==> config.mk <==
export PLATFORM = sky130hd
export DESIGN_NAME = store_merge_rmw
export DESIGN_NICKNAME = d
export VERILOG_FILES = /design/src/rtl/cpu_mem_pkg.sv /design/src/rtl/lane_merge.sv /design/src/rtl/store_merge_rmw.sv
export SDC_FILE = /design/constraint.sdc
export NUM_CORES = 1
export LEC_CHECK = 0
export BUFFER_PORTS_ARGS = -buffer_cell sky130_fd_sc_hd__buf_2
export CELL_PAD_IN_SITES_DETAIL_PLACEMENT = 2
export CELL_PAD_IN_SITES_GLOBAL_PLACEMENT = 2
export CORE_MARGIN = 4
export CORE_UTILIZATION = 29
export CTS_CLUSTER_DIAMETER = 120
export DETAILED_ROUTE_END_ITERATION = 8
export GPL_TIMING_DRIVEN = 0
export HOLD_SLACK_MARGIN = 0.12
export PLACE_DENSITY_LB_ADDON = 0.1
export SYNTH_ARGS = -nofsm -noshare
export SYNTH_HDL_FRONTEND = slang
export SYNTH_SLANG_ARGS = --single-unit
==> constraint.sdc <==
create_clock -name clk -period 3.6 [get_ports clk]
set_clock_uncertainty 0.15 [all_clocks]
set_input_delay 1.08 -clock clk [delete_from_list [all_inputs] [get_ports clk]]
set_output_delay 1.08 -clock clk [all_outputs]
set_load 0.1 [all_outputs]
==> src/rtl/cpu_mem_pkg.sv <==
// cpu_mem_pkg: store size encodings, store FSM states and size-to-byte-count helper
package cpu_mem_pkg;

   typedef enum logic [1:0] {
      SZ_WORD = 2'b00,
      SZ_HALF = 2'b01,
      SZ_BYTE = 2'b10,
      SZ_RSVD = 2'b11
   } size_e;

   typedef enum logic [2:0] {
      IDLE,
      READ,
      WAIT,
      WRITE,
      ERR
   } state_e;

   function automatic logic [3:0] size_bytes(input logic [1:0] size);
      return (size == SZ_WORD) ? 4'd4 : (size == SZ_HALF) ? 4'd2 : (size == SZ_BYTE) ? 4'd1 : 4'd0;
   endfunction

endpackage

==> src/rtl/lane_merge.sv <==
// lane_merge: replaces the addressed byte lanes of a memory word with store payload bytes
module lane_merge
   import cpu_mem_pkg::*;
#(
   parameter int DATA_W     = 32,
   parameter bit BIG_ENDIAN = 1'b0
) (
   input  logic [DATA_W-1:0]          base,
   input  logic [31:0]                data,
   input  logic [1:0]                 size,
   input  logic [$clog2(DATA_W/8)-1:0] offset,
   output logic [DATA_W-1:0]          merged,
   output logic [DATA_W/8-1:0]        be
);

   localparam int NB = DATA_W / 8;

   logic [3:0] nb;
   logic [4:0] lane;

   assign nb   = size_bytes(size);
   // big-endian numbers lanes from the top, so the payload's lowest byte lands highest
   assign lane = BIG_ENDIAN ? 5'(NB) - 5'(nb) - 5'(offset) : 5'(offset);

   always_comb begin
      merged = base;
      be     = '0;
      for (int i = 0; i < NB; i++) begin
         if (5'(i) >= lane && 5'(i) < lane + 5'(nb)) begin
            be[i]            = 1'b1;
            merged[8*i +: 8] = 8'(data >> {5'(i) - lane, 3'b000});
         end
      end
   end

endmodule

==> src/rtl/store_merge_rmw.sv <==
// store_merge_rmw: store unit that writes words directly and read-modify-writes halves and bytes
module store_merge_rmw
   import cpu_mem_pkg::*;
#(
   parameter int DATA_W     = 32,
   parameter int ADDR_W     = 32,
   parameter bit BIG_ENDIAN = 1'b0
) (
   input  logic                clk,
   input  logic                reset,
   input  logic                req_valid,
   output logic                req_ready,
   input  logic [ADDR_W-1:0]   req_addr,
   input  logic [1:0]          req_size,
   input  logic [31:0]         req_data,
   output logic                mem_rd_en,
   output logic [ADDR_W-1:0]   mem_addr,
   input  logic                mem_rd_valid,
   input  logic [DATA_W-1:0]   mem_rd_data,
   output logic                mem_wr_en,
   output logic [DATA_W-1:0]   mem_wr_data,
   output logic [DATA_W/8-1:0] mem_be,
   output logic                done,
   output logic                misalign_exc
);

   localparam int NB = DATA_W / 8;
   localparam int OW = $clog2(NB);

   state_e              state, nxt;
   logic [ADDR_W-1:0]   addr_q;
   logic [1:0]          size_q;
   logic [31:0]         data_q;
   logic [DATA_W-1:0]   rd_q, merged;
   logic [NB-1:0]       be;
   logic                mis, accept;

   assign accept = req_valid && req_ready;
   assign mis    = (req_size == SZ_HALF && req_addr[0]) || (req_size == SZ_WORD && req_addr[1:0] != 2'b00) ||
                   req_size == SZ_RSVD;

   always_comb begin
      nxt = state;
      case (state)
         IDLE:    if (req_valid) nxt = mis ? ERR : (req_size == SZ_WORD) ? WRITE : READ;
         READ:    nxt = WAIT;
         WAIT:    if (mem_rd_valid) nxt = WRITE;
         default: nxt = IDLE;
      endcase
   end

   // word stores merge onto zero so unselected lanes go out as 0
   always_ff @(posedge clk or negedge reset) begin
      if (!reset) begin
         state  <= IDLE;
         addr_q <= '0;
         size_q <= '0;
         data_q <= '0;
         rd_q   <= '0;
      end else begin
         state <= nxt;
         if (accept) begin
            addr_q <= req_addr;
            size_q <= req_size;
            data_q <= req_data;
            rd_q   <= '0;
         end
         if (state == WAIT && mem_rd_valid) rd_q <= mem_rd_data;
      end
   end

   lane_merge #(.DATA_W(DATA_W), .BIG_ENDIAN(BIG_ENDIAN)) u_merge (
      .base   (rd_q),
      .data   (data_q),
      .size   (size_q),
      .offset (addr_q[OW-1:0]),
      .merged (merged),
      .be     (be)
   );

   assign req_ready    = state == IDLE;
   assign mem_rd_en    = state == READ;
   assign mem_wr_en    = state == WRITE;
   assign done         = state == WRITE;
   assign misalign_exc = state == ERR;
   assign mem_addr     = {addr_q[ADDR_W-1:OW], OW'(0)};
   assign mem_wr_data  = mem_wr_en ? merged : '0;
   assign mem_be       = mem_wr_en ? be : '0;

endmodule

# Word level (Yosys, flattened, before mapping)
# Index checks and enable logic that the tools add are counted.
[totals] reg_bits=101 latchBits=0 ramBits=0 mem_bits_ro=0 input_bits=102 output_inout_bits=73 elab_cells=68 n_memories=0
[classes] add_sub_neg=5 n_mul=0 div_mod_pow=0 n_lt_le_gt_ge=8 eq_ne=10 shift=4 muxes=20 bitwise=0 reduce_logical=16
[op_table] op="$shr 32x8->8" n=4
[op_table] op="$mux 32" n=3
[op_table] op="$mux 8" n=4
[op_table] op="$mux 4" n=3
[op_table] op="$lt 1x5->1 const A" n=2
[op_table] op="$lt 2x5->1 const A" n=2
[op_table] op="$mux 3" n=3
[op_table] op="$pmux 3 s3" n=1
[op_table] op="$logic_and 1x1->1" n=8
[op_table] op="$eq 3x2->1 const B" n=2
[op_table] op="$sub 1x2->3 const A" n=2
[op_table] op="$sub 2x2->3 const A" n=2
[op_table] op="$add 2x4->5" n=1
[op_table] op="$mux 1" n=5
[op_table] op="$eq 2x1->1 const B" n=2
[op_table] op="$eq 2x2->1 const B" n=2
[op_table] op="$ge 1x2->1 const A" n=2
[op_table] op="$ge 2x2->1 const A" n=2
[op_table] op="$logic_not 2->1" n=2
[op_table] op="$ne 2x2->1 const B" n=2
[op_table] op="$reduce_bool 2->1" n=2
[op_table] op="$eq 3x1->1 const B" n=1
[op_table] op="$eq 3x3->1 const B" n=1
[op_table] op="$logic_not 3->1" n=1
[op_table] op="other kinds (3)" n=4

# Depth between registers and ports, before layout
# Gate-level depths: netlist (run 1).
[logic_depth] ltp_word=9 ltp_mapped=10 ltp_nobuf=8

# By module
# From an unflattened synthesis (run 1), not the netlist that was laid out.
[hier_totals] hier_cells=426 hier_area_um2=5434.0
[by_module_without_submodules] mod="store_merge_rmw" n_inst=1 cells_per_inst=304 area_each_um2=4250.3
[by_module_without_submodules] mod="lane_merge" n_inst=1 cells_per_inst=122 area_each_um2=1183.6

# Worst setup path after synthesis (run 1)
# OpenSTA, ideal clock, no wires.
[synth_timing] path_type="reg2out" startpoint="reg addr_q[0]" endpoint="out mem_wr_data[22]" arrival_ps=3776 t_required_ps=2370 path_slack_ps=-1406 path_stages_with_launch=11 n_path_buf=5 path_cell_list="dfrtp_1 > buf_2 > buf_4 > buf_2 > inv_1 > ha_1 > clkbuf_1 > buf_2 > mux2i_1 > o211ai_1 > a21oi_1"
[synth_between] elab_chain_len=5
[synth_rtl] item="from (decl)" line="store_merge_rmw.sv:31" text="logic [ADDR_W-1:0] addr_q;"
[synth_rtl] item="from (signal assigned)" line="store_merge_rmw.sv:63" text="addr_q <= req_addr;"
[synth_rtl] item="$add 2x4->5" line="lane_merge.sv:29" text="if (5'(i) >= lane && 5'(i) < lane + 5'(nb)) begin"
[synth_rtl] item="$lt 2x5->1" line="lane_merge.sv:29"
[synth_rtl] item="$logic_and 1x1->1" line="lane_merge.sv:29"
[synth_rtl] item="$mux 8 (*)" line="lane_merge.sv:29"
[synth_rtl] item="$mux 32 (*)" line="store_merge_rmw.sv:87" text="assign mem_wr_data = mem_wr_en ? merged : '0;"
[synth_rtl] item="to (decl)" line="store_merge_rmw.sv:21" text="output logic [DATA_W-1:0] mem_wr_data,"
# Mark *: on every way between the ends. The rest lies on a longest branch, timed or not.

# Worst setup path after layout (run 1)
[layout_timing] startpoint="reg size_q[1]" endpoint="out mem_wr_data[4]"
[layout_between] elab_chain_len=9
[layout_rtl] item="from (decl)" line="store_merge_rmw.sv:32" text="logic [1:0] size_q;"
[layout_rtl] item="from (signal assigned)" line="store_merge_rmw.sv:64" text="size_q <= req_size;"
[layout_rtl] item="$eq 2x2->1" line="cpu_mem_pkg.sv:20" text="return (size == SZ_WORD) ? 4'd4 : (size == SZ_HALF) ? 4'd2 : (size == SZ_BYTE) ? 4'd1 : 4'd0;"
[layout_rtl] item="$mux 1" line="cpu_mem_pkg.sv:20"
[layout_rtl] item="$mux 4" line="cpu_mem_pkg.sv:20"
[layout_rtl] item="$mux 4 (*)" line="cpu_mem_pkg.sv:20"
[layout_rtl] item="$add 2x4->5 (*)" line="lane_merge.sv:29"
[layout_rtl] item="$lt 1x5->1 (*)" line="lane_merge.sv:29"
[layout_rtl] item="$logic_and 1x1->1 (*)" line="lane_merge.sv:29"
[layout_rtl] item="$mux 8 (*)" line="lane_merge.sv:29"
[layout_rtl] item="$mux 32 (*)" line="store_merge_rmw.sv:87"
# Marks and branches as above.

==> results of run 1 <==
==> cells by family (layout without fill, tap and decap cells) <==
kind of cell	Yosys count	in the layout	share of synthesized area, %
mux	131	131	27.5
simple gates	120	120	9.57
flops	101	101	45.9
buf+inv	71	302	7.77
compound gates	68	68	7.64
fa+ha+maj	6	6	1.50
other cells	1	2	0.0681
==> repair_timing <==
action / 4_1_cts / 5_1_grt
setup buffers: 23 / 18
setup endpoints to repair: 36 / 37
gates cloned: 1 / 1
pin swaps: 19 / 19
resized for setup: 223 / 24
==> cell type report <==
class,count,share of cell area (%)
multi-input cells,327,37.1
flip-flops and latches,101,28.9
repair buffers,216,21.3
plain buffers,64,5.51
well taps,234,3.34
clock buffers,10,2.72
clock inverters,6,0.856
inverters,6,0.300
==> per-layer routing <==
| layer | routed length, um | share of wire (%) | vias up |
|---|---|---|---|
| met5 | 13 | 0.064 | - |
| met1 | 8410 | 41 | 2383 |
| met3 | 753 | 3.7 | 18 |
| li1 | - | - | 2173 |
| met2 | 11000 | 54 | 124 |
| met4 | 276 | 1.4 | 2 |
==> final timing paths <==
| path | from | cells after the start | end | slack (ps) |
|---|---|---|---|---|
| worst min register to register | addr_q[15] | 1 | addr_q[15] | 360 |
| worst max-delay path | size_q[1] | 9 | mem_wr_data[4] | -770 |
| max in group asynchronous | reset | 2 | addr_q[21] | 1980 |
| worst max register to register | state[1] | 5 | rd_q[26] | 1290 |
| min in group asynchronous | reset | 1 | rd_q[16] | 600 |
| worst min-delay path | addr_q[15] | 1 | addr_q[15] | 360 |
==> cells in the mapped netlist (3+ instances only) <==
master      n
dfrtp_1   101
mux2_2     74
nand2_1    66
mux2i_1    48
buf_4      34
o21ai_0    32
nor2_1     27
buf_2      15
clkbuf_1   14
a21oi_1     9
a22oi_1     9
o211ai_1    9
mux4_2      8
nand3_1     8
ha_1        5
inv_1       5
a211oi_1    4
nand2b_1    3
nor2b_1     3
==> worst reg2reg max path, stage by stage, from the launching register on <==
cell and delay, ps:
dfrtp_1 330, buf_2 190, nand2_1 100, nor3_2 660, clkbuf_1 510, o21ai_0 220
==> metrics by stage <==
step / TNS (ps) / area (um2) / util [%] / hold WS [ps]
floorplan: -8980 / 5850 / - / 331
global placement: -19480 / 7000 / 37.4 / 338
detailed placement: -23580 / 7030 / 37.6 / 348
CTS: -18220 / 8460 / 45.2 / 366
global route: -23610 / 8770 / 46.9 / 374
finish: -20570 / 8770 / 46.9 / 362
==> flip-flops by register name, indices dropped and copies added, names as in the netlist <==
name    count
state       3
size_q      2
addr_q     32
data_q     32
rd_q       32
==> impl_metrics.py, run 1 <==
metrics = {
    "synthesis": {
        "syn_avg_cell_area_um2": 11.1,
        "synth_top_area_cell": "dfrtp_1",
        "synth.ff_latch_count": 101,
        "netlist.area_leader.share_pct": 45.9,
        "yosys_warnings": 0,
        "synthArstFlopShare_pct": 100,
        "synth.area.top_cells": "dfrtp_1 (46%), mux2_2 (15%), mux2i_1 (8.7%)",
        "synth_edf_count": 0,
        "yosysSeqAreaShare_pct": 45.9,
        "syn_area_um2": 5510,
        "synthFlopType": "dfrtp_1",
        "ys_types": 38,
        "syn_inst": 498,
    },
    "clocking": {
        "cts_htree_levels": 3,
        "root_buffer": "clkbuf_16",
        "cts_sinks": 101,
        "cts_tree": "built",
        "clk_latency_ps": 350,
        "clk_path_buf_depth": 2,
        "cts_made_buffers": 9,
        "clk_pin_slew_ps": 70,
        "postCtsHoldBufs": 0,
    },
    "placement": {
        "place_congestion": 0.777,
        "dp.cells": 906,
        "io_buffers": 172,
        "pre_cts_ws_ps": -782,
        "hpwl_mm": 14.5,
    },
    "global_route": {
        "antenna_found_initial": 1,
        "grt_pass1_wl_mm": 30.9,
        "use_met1_pct": 23.5,
        "grtUsageMet2_pct": 33.2,
        "grt_max_degree": 57,
        "busiest_layer": "met2",
        "grt_use_met3_pct": 2.93,
        "grt_use_total_pct": 18.6,
        "grt_pass1_vias": 5345,
        "grt-ovfl-total": 0,
    },
    "route": {
        "dr.pass1.iters": 4,
        "drcViolationCount": 0,
        "dr_total_vias": 4700,
        "viasPerCell": 4.88,
        "drt-total-wl_mm": 20.4,
        "ant_nets": 0,
        "wl_per_cell_um": 21.2,
        "drtIter0Drc": 211,
    },
    "setup_path": {
        "required_ps": 2370,
        "critPathMaxStageDelay_ps": 580,
        "slowest_stage": "fa_2",
        "path_cells": "buf_4 -> nand2b_1 -> fa_2 -> or4b_4 -> o221a_4 -> buf_12 -> mux2i_4 -> nor2_4 -> buf_12",
        "worst_setup_path_start_kind": "flip-flop",
        "critPathCaptureType": "output pin",
        "crit_family": "simple AND/OR/NAND/NOR gates",
        "path_common_cell": "buf_12",
        "crit_type": "flip-flop to output pin",
        "crit_fanout": 6,
        "critPathBufInv": 3,
        "cp.arrival_ps": 3140,
    },
    "sta": {
        "slew_headroom_pct": 13.0,
        "timing.fmax_mhz": 229,
        "fin_crit_sh_pct": 121,
        "min_period_ps": 4370,
        "rsz0062_at_grt": "yes",
        "setup_ws_ps": -769,
        "max_slew.worst_pin.slew_ps": 1300,
        "setup_viol": 36,
        "hold_violations": 0,
        "maxSlewViolCount": 0,
    },
    "floorplanning": {
        "rows": 50,
        "start_util_pct": 29.4,
        "die_w_um": 146,
        "die_h_um": 146,
        "core_um2": 18700,
        "io_pins": 175,
        "die_area_um2": 21300,
    },
    "status": {
        "status": "complete, but fails checks",
        "violations": "negative setup slack",
    },
    "cells_and_area": {
        "multi_input_area_um2": 3260,
        "final_common_cell": "buf_2",
        "layout.area.seq_um2": 2530,
        "layout_common_cells": "buf_2 (146), dfrtp_1 (98), mux2_2 (74)",
        "fillCellCount": 1880,
        "syn2layout_area_growth_pct": 59.3,
        "instances_no_fill": 964,
        "nNetsFinal": 833,
        "drive_above_1_share_pct": 62.9,
        "diodes": 0,
    },
    "job": {
        "drv_cap": 0,
    },
    "min_path": {
        "min_path_type": "flip-flop to flip-flop",
    },
}
Power of run 1 is left out: the tool's default activity adds up to more than one toggle a clock period on the data nets, which glitch-free logic cannot reach.
==> run 2: changes to the inputs <==
--- a/config.mk
+++ b/config.mk
@@ -9,7 +9,7 @@
 export CELL_PAD_IN_SITES_DETAIL_PLACEMENT = 2
 export CELL_PAD_IN_SITES_GLOBAL_PLACEMENT = 2
 export CORE_MARGIN = 4
-export CORE_UTILIZATION = 29
+export CORE_UTILIZATION = 30
 export CTS_CLUSTER_DIAMETER = 120
 export DETAILED_ROUTE_END_ITERATION = 8
 export GPL_TIMING_DRIVEN = 0
@@ -17,4 +17,5 @@
 export PLACE_DENSITY_LB_ADDON = 0.1
 export SYNTH_ARGS = -nofsm -noshare
 export SYNTH_HDL_FRONTEND = slang
+export SYNTH_HIERARCHICAL = 1
 export SYNTH_SLANG_ARGS = --single-unit
==> impl_metrics.py, run 2 <==
metrics = {
    "cells_and_area": {
        "fillCellCount": 1720,
        "top_regs": "addr_q (32), data_q (32), rd_q (32)",
        "layout_common_cells": "buf_2 (147), dfrtp_1 (98), mux2_2 (56)",
        "final_area_um2": 8160,
        "drive_above_1_share_pct": 67.3,
        "final_common_cell": "buf_2",
        "instances_no_fill": 870,
        "syn2layout_area_growth_pct": 50.2,
        "nNetsFinal": 746,
    },
    "synthesis": {
        "synthArstFlopShare_pct": 100,
        "yosys_warnings": 6,
        "synth_top_area_cell": "dfrtp_1",
        "syn_inst": 426,
        "synthFlopType": "dfrtp_1",
        "yosysMostFrequentCell": "dfrtp_1",
        "netlist.area_leader.share_pct": 46.5,
        "syn_avg_cell_area_um2": 12.8,
        "synth_xor_xnor_area_share_pct": 0,
        "synth_adder_area_share_pct": 1.52,
        "synth_compound_area_share_pct": 9.83,
        "ys_types": 35,
        "synth_mux_area_share_pct": 26.8,
        "yosysSeqAreaShare_pct": 46.5,
        "syn_area_um2": 5430,
        "synth.area.top_cells": "dfrtp_1 (47%), mux2_2 (15%), mux4_2 (6.6%)",
        "netlist_top_cells_count": "dfrtp_1 (101), mux2_2 (72), a22o_1 (40)",
        "synth_edf_count": 0,
        "synth_top_family_by_area": "multiplexers",
        "synth.ff_latch_count": 101,
        "synth-simple-area-share_pct": 7.51,
    },
    "clocking": {
        "cts_made_buffers": 9,
        "cts_sinks": 101,
        "clk_path_buf_depth": 2,
        "root_buffer": "clkbuf_16",
        "cts_htree_levels": 3,
        "clk_pin_slew_ps": 70,
        "cts_tree": "built",
        "clk_latency_ps": 350,
    },
    "sta": {
        "rsz0062_at_grt": "yes",
        "max_slew.worst_pin.slew_ps": 596,
        "hold_violations": 0,
        "timing.fmax_mhz": 236,
        "maxSlewViolCount": 0,
        "timing.hold.ws_ps": 344,
        "min_period_ps": 4240,
        "setup_ws_ps": -637,
        "fin_crit_sh_pct": 118,
        "slew_headroom_pct": 60.1,
        "setup_viol": 36,
    },
    "placement": {
        "pre_cts_ws_ps": -667,
        "place_congestion": 0.770,
        "dp.cells": 825,
        "io_buffers": 172,
        "post_dp_cell_area_um2": 6800,
        "hpwl_mm": 13.5,
    },
    "setup_path": {
        "reg2reg_depth": 5,
        "cp.arrival_ps": 3010,
        "crit_type": "flip-flop to output pin",
        "crit_fanout": 6,
        "slowest_stage": "dfrtp_2",
        "critPathMaxStageDelay_ps": 400,
        "r2r_slack_ps": 1320,
        "path_common_cell": "buf_12",
        "path_cells": "nor2b_4 -> ha_4 -> inv_2 -> fa_2 -> a211o_1 -> o31ai_4 -> buf_6 -> a21oi_4 -> buf_12 -> mux2_4 -> and2_4 -> buf_12",
        "critPathCaptureType": "output pin",
        "required_ps": 2370,
        "worst_setup_path_start_kind": "flip-flop",
    },
    "status": {
        "violations": "negative setup slack",
        "status": "complete, but fails checks",
    },
    "route": {
        "ant_nets": 0,
        "drt-total-wl_mm": 18.6,
        "drtIter0Drc": 134,
        "dr_total_vias": 4236,
        "wl_per_cell_um": 21.3,
        "viasPerCell": 4.87,
        "dr.pass1.iters": 4,
        "drcViolationCount": 0,
    },
    "floorplanning": {
        "rows": 48,
        "die_w_um": 143,
        "die_area_um2": 20300,
        "core_um2": 17500,
        "start_util_pct": 31.0,
        "io_pins": 175,
        "die_h_um": 143,
    },
    "job": {
        "drv_cap": 0,
    },
    "global_route": {
        "grt_use_total_pct": 18.5,
        "antenna_found_initial": 8,
        "grt-ovfl-total": 0,
        "grt_pass1_vias": 4961,
        "grt_pass1_wl_mm": 28.7,
        "grt_max_degree": 69,
    },
    "min_path": {
        "holdPathStages": 1,
        "min_path_type": "flip-flop to flip-flop",
    },
}
run 2: kinds of logic after synthesis:
| group | after synthesis |
|---|---|
| DFF | 101 |
| other | 1 |
| muxes | 114 |
| and+or+nand+nor | 68 |
| buffers and inverters | 70 |
| AOI/OAI and AO/OA | 66 |
| adders and majority gates | 6 |
run 2: layer usage:
layer | vias up | wire (um) | global-route usage [%]
li1 | 1928 | - | -
met1 | 2124 | 7750 | 22.9
met2 | 143 | 8960 | 30.4
met3 | 29 | 1380 | 6.15
met4 | 12 | 392 | 6.50
met5 | - | 81 | 0
run 2: final cells by class:
| cell class | count | area, um2 | share of cell area (%) |
|---|---|---|---|
| Sequential cell | 101 | 2530 | 31.0 |
| Clock buffer | 11 | 243 | 2.97 |
| Multi-Input combinational cell | 258 | 2840 | 34.8 |
| Clock inverter | 5 | 88.8 | 1.09 |
| Antenna cell | 2 | 5.00 | 0.0613 |
| Buffer | 62 | 468 | 5.73 |
| Timing Repair Buffer | 199 | 1680 | 20.5 |
| Tap cell | 225 | 282 | 3.45 |
| Inverter | 7 | 30.0 | 0.368 |
run 2: final timing paths:
path / to / start
setup / recovery: mem_wr_data[20] / size_q[1]
hold / removal: addr_q[4] / addr_q[4]
setup reg to reg: data_q[25] / state[0]
hold reg to reg: addr_q[4] / addr_q[4]
max in group asynchronous: size_q[0] / reset
min in group asynchronous: rd_q[25] / reset
run 2: stage by stage:
| step | TNS (ps) | utilization, % |
|---|---|---|
| after floorplan | -1450 | - |
| after global placement | -18820 | 38.6 |
| final | -19570 | 46.5 |
| after global routing | -24090 | 46.5 |
| after detailed placement | -19930 | 38.8 |
| after CTS | -18680 | 45.9 |
run 2: critical path, delay by kind of cell, from the launching register on:
family                   cells  cell delay, ps
AO/OA/AOI/OAI                3             630
buffers and inverters        4             550
adder cells (fa/ha/maj)      2             470
flip-flops                   1             400
AND/OR/NAND/NOR              2             320
multiplexers                 1             290
run 2: timing repair:
item / in CTS / in global routing
endpoints found under the hold margin: 0 / 0
buffers inserted: 22 / 3
gates cloned: 3 / 0
pin swaps: 13 / 7
endpoints found under the setup margin: 38 / 37
hold buffers: 0 / 0
resized for setup: 189 / 20
Power of run 2 is left out for the same reason.
==> run 3: changes to the inputs <==
--- a/config.mk
+++ b/config.mk
@@ -9,7 +9,7 @@
 export CELL_PAD_IN_SITES_DETAIL_PLACEMENT = 2
 export CELL_PAD_IN_SITES_GLOBAL_PLACEMENT = 2
 export CORE_MARGIN = 4
-export CORE_UTILIZATION = 30
+export CORE_UTILIZATION = 33
 export CTS_CLUSTER_DIAMETER = 120
 export DETAILED_ROUTE_END_ITERATION = 8
 export GPL_TIMING_DRIVEN = 0
@@ -19,3 +19,4 @@
 export SYNTH_HDL_FRONTEND = slang
 export SYNTH_HIERARCHICAL = 1
 export SYNTH_SLANG_ARGS = --single-unit
+export TNS_END_PERCENT = 30
==> constraint.sdc (replaced) <==
create_clock -name clk -period 4.3 [get_ports clk]
set_clock_uncertainty 0.15 [all_clocks]
set_input_delay 1.29 -clock clk [delete_from_list [all_inputs] [get_ports clk]]
set_output_delay 1.29 -clock clk [all_outputs]
set_load 0.1 [all_outputs]
==> impl_metrics.py, run 3 (synthesis results as in run 2) <==
metrics = {
    "sta": {
        "slew_headroom_pct": 53.9,
        "max_slew.worst_pin.slew_ps": 691,
        "maxSlewViolCount": 0,
        "rsz0062_at_grt": "yes",
        "min_period_ps": 4510,
        "setup_ws_ps": -215,
        "setup_viol": 31,
        "hold_violations": 0,
        "timing.hold.ws_ps": 340,
        "setup-tns-final_ps": -4140,
        "fin_crit_sh_pct": 105,
        "timing.fmax_mhz": 221,
    },
    "floorplanning": {
        "rows": 46,
        "die_w_um": 136,
        "io_pins": 175,
        "core_um2": 16000,
        "start_util_pct": 34.0,
        "die_area_um2": 18600,
        "die_h_um": 136,
    },
    "clocking": {
        "cts_sinks": 101,
        "clk_pin_slew_ps": 70,
        "cts_htree_levels": 3,
        "clk_path_buf_depth": 2,
        "cts_made_buffers": 9,
        "cts_tree": "built",
        "root_buffer": "clkbuf_16",
        "postCtsHoldBufs": 0,
        "clk_latency_ps": 350,
    },
    "global_route": {
        "antenna_found_initial": 1,
        "grt_max_degree": 61,
        "grt_pass1_vias": 4823,
        "grt-ovfl-total": 0,
        "grt_pass1_wl_mm": 28.7,
        "grt_use_total_pct": 20.6,
    },
    "route": {
        "drt-total-wl_mm": 18.7,
        "ant_nets": 0,
        "viasPerCell": 5.10,
        "drtIter0Drc": 159,
        "wl_per_cell_um": 22.2,
        "drcViolationCount": 0,
        "dr_total_vias": 4306,
        "dr.pass1.iters": 6,
    },
    "setup_path": {
        "required_ps": 2860,
        "reg2reg_depth": 6,
        "worst_setup_path_start_kind": "flip-flop",
        "critPathMaxStageDelay_ps": 410,
        "path_cells": "nor2b_2 -> ha_2 -> inv_2 -> fa_2 -> a211o_1 -> o31ai_4 -> inv_2 -> o21ai_4 -> buf_12 -> mux2_4 -> and2_4 -> buf_12",
        "r2r_slack_ps": 2100,
        "slowest_stage": "dfrtp_2",
        "critical_path.reg2reg.startpoint": "state[0]",
        "critPathCaptureType": "output pin",
        "startpoint": "size_q[0]",
        "cp.arrival_ps": 3070,
        "crit_fanout": 8,
        "crit_type": "flip-flop to output pin",
        "reg2reg_to": "rd_q[16]",
    },
    "min_path": {
        "hold_end": "addr_q[3]",
        "holdPathStages": 1,
        "hold_start": "addr_q[3]",
        "min_path_type": "flip-flop to flip-flop",
    },
    "cells_and_area": {
        "diodes": 0,
        "layout_common_cells": "buf_2 (147), dfrtp_1 (99), mux2_2 (64)",
        "drive_above_1_share_pct": 62.6,
        "instances_no_fill": 845,
        "top_regs": "addr_q (32), data_q (32), rd_q (32)",
        "nNetsFinal": 732,
        "syn2layout_area_growth_pct": 42.8,
        "final_common_cell": "buf_2",
        "final_area_um2": 7760,
    },
    "placement": {
        "hpwl_mm": 13.3,
        "place_congestion": 0.795,
        "post_dp_cell_area_um2": 6610,
        "dp.cells": 816,
        "io_buffers": 172,
    },
    "job": {
        "drv_cap": 0,
    },
    "status": {
        "status": "complete, but fails checks",
        "violations": "negative setup slack",
    },
}
-- run 3: metrics by stage --
stage	worst slack, ps	utilization (%)
3_5_place_dp	-877	41.3
2_1_floorplan	-158	-
3_3_place_gp	-841	41.1
5_1_grt	-329	48.5
6_report	-215	48.5
4_1_cts	-258	47.9
-- run 3: layout make-up --
class | count | area (um2)
plain buffers | 62 | 440
multi-input cells | 257 | 2670
fillers | 1577 | 8240
flip-flops and latches | 101 | 2530
repair buffers | 186 | 1520
well taps | 216 | 270
inverters | 7 | 30.0
clock buffers | 12 | 246
clock inverters | 4 | 47.5
-- run 3: critical path: cells and delay by family (launching register included) --
family | cells | cell delay, ps
AO/OA/AOI/OAI | 3 | 670
adder cells (fa/ha/maj) | 2 | 590
buffers and inverters | 4 | 470
flip-flops | 1 | 410
multiplexers | 1 | 310
AND/OR/NAND/NOR | 2 | 270
-- run 3: repair_timing --
action / in CTS / in global routing
pin swaps: 6 / 3
buffers inserted: 11 / 3
cloned: 0 / 1
gates resized for setup: 185 / 28
endpoints found under the setup margin: 36 / 35
-- run 3: how the worst max path moves through the flow --
stage                            endpoint  slack, ps
after floorplan           mem_wr_data[11]       -160
after global placement     mem_wr_data[5]       -840
after detailed placement   mem_wr_data[5]       -880
after CTS                  mem_wr_data[1]       -260
after global routing       mem_wr_data[0]       -330
final                      mem_wr_data[1]       -210
-- run 3: metal layers --
layer,GRT usage [%],part of all wire [%],up-vias
li1,-,-,1905
met1,24.7,40,2237
met2,37.8,54,140
met3,4.59,5.5,22
met4,3.86,1.2,2
met5,0,0.037,-
Power of run 3 is left out for the same reason.
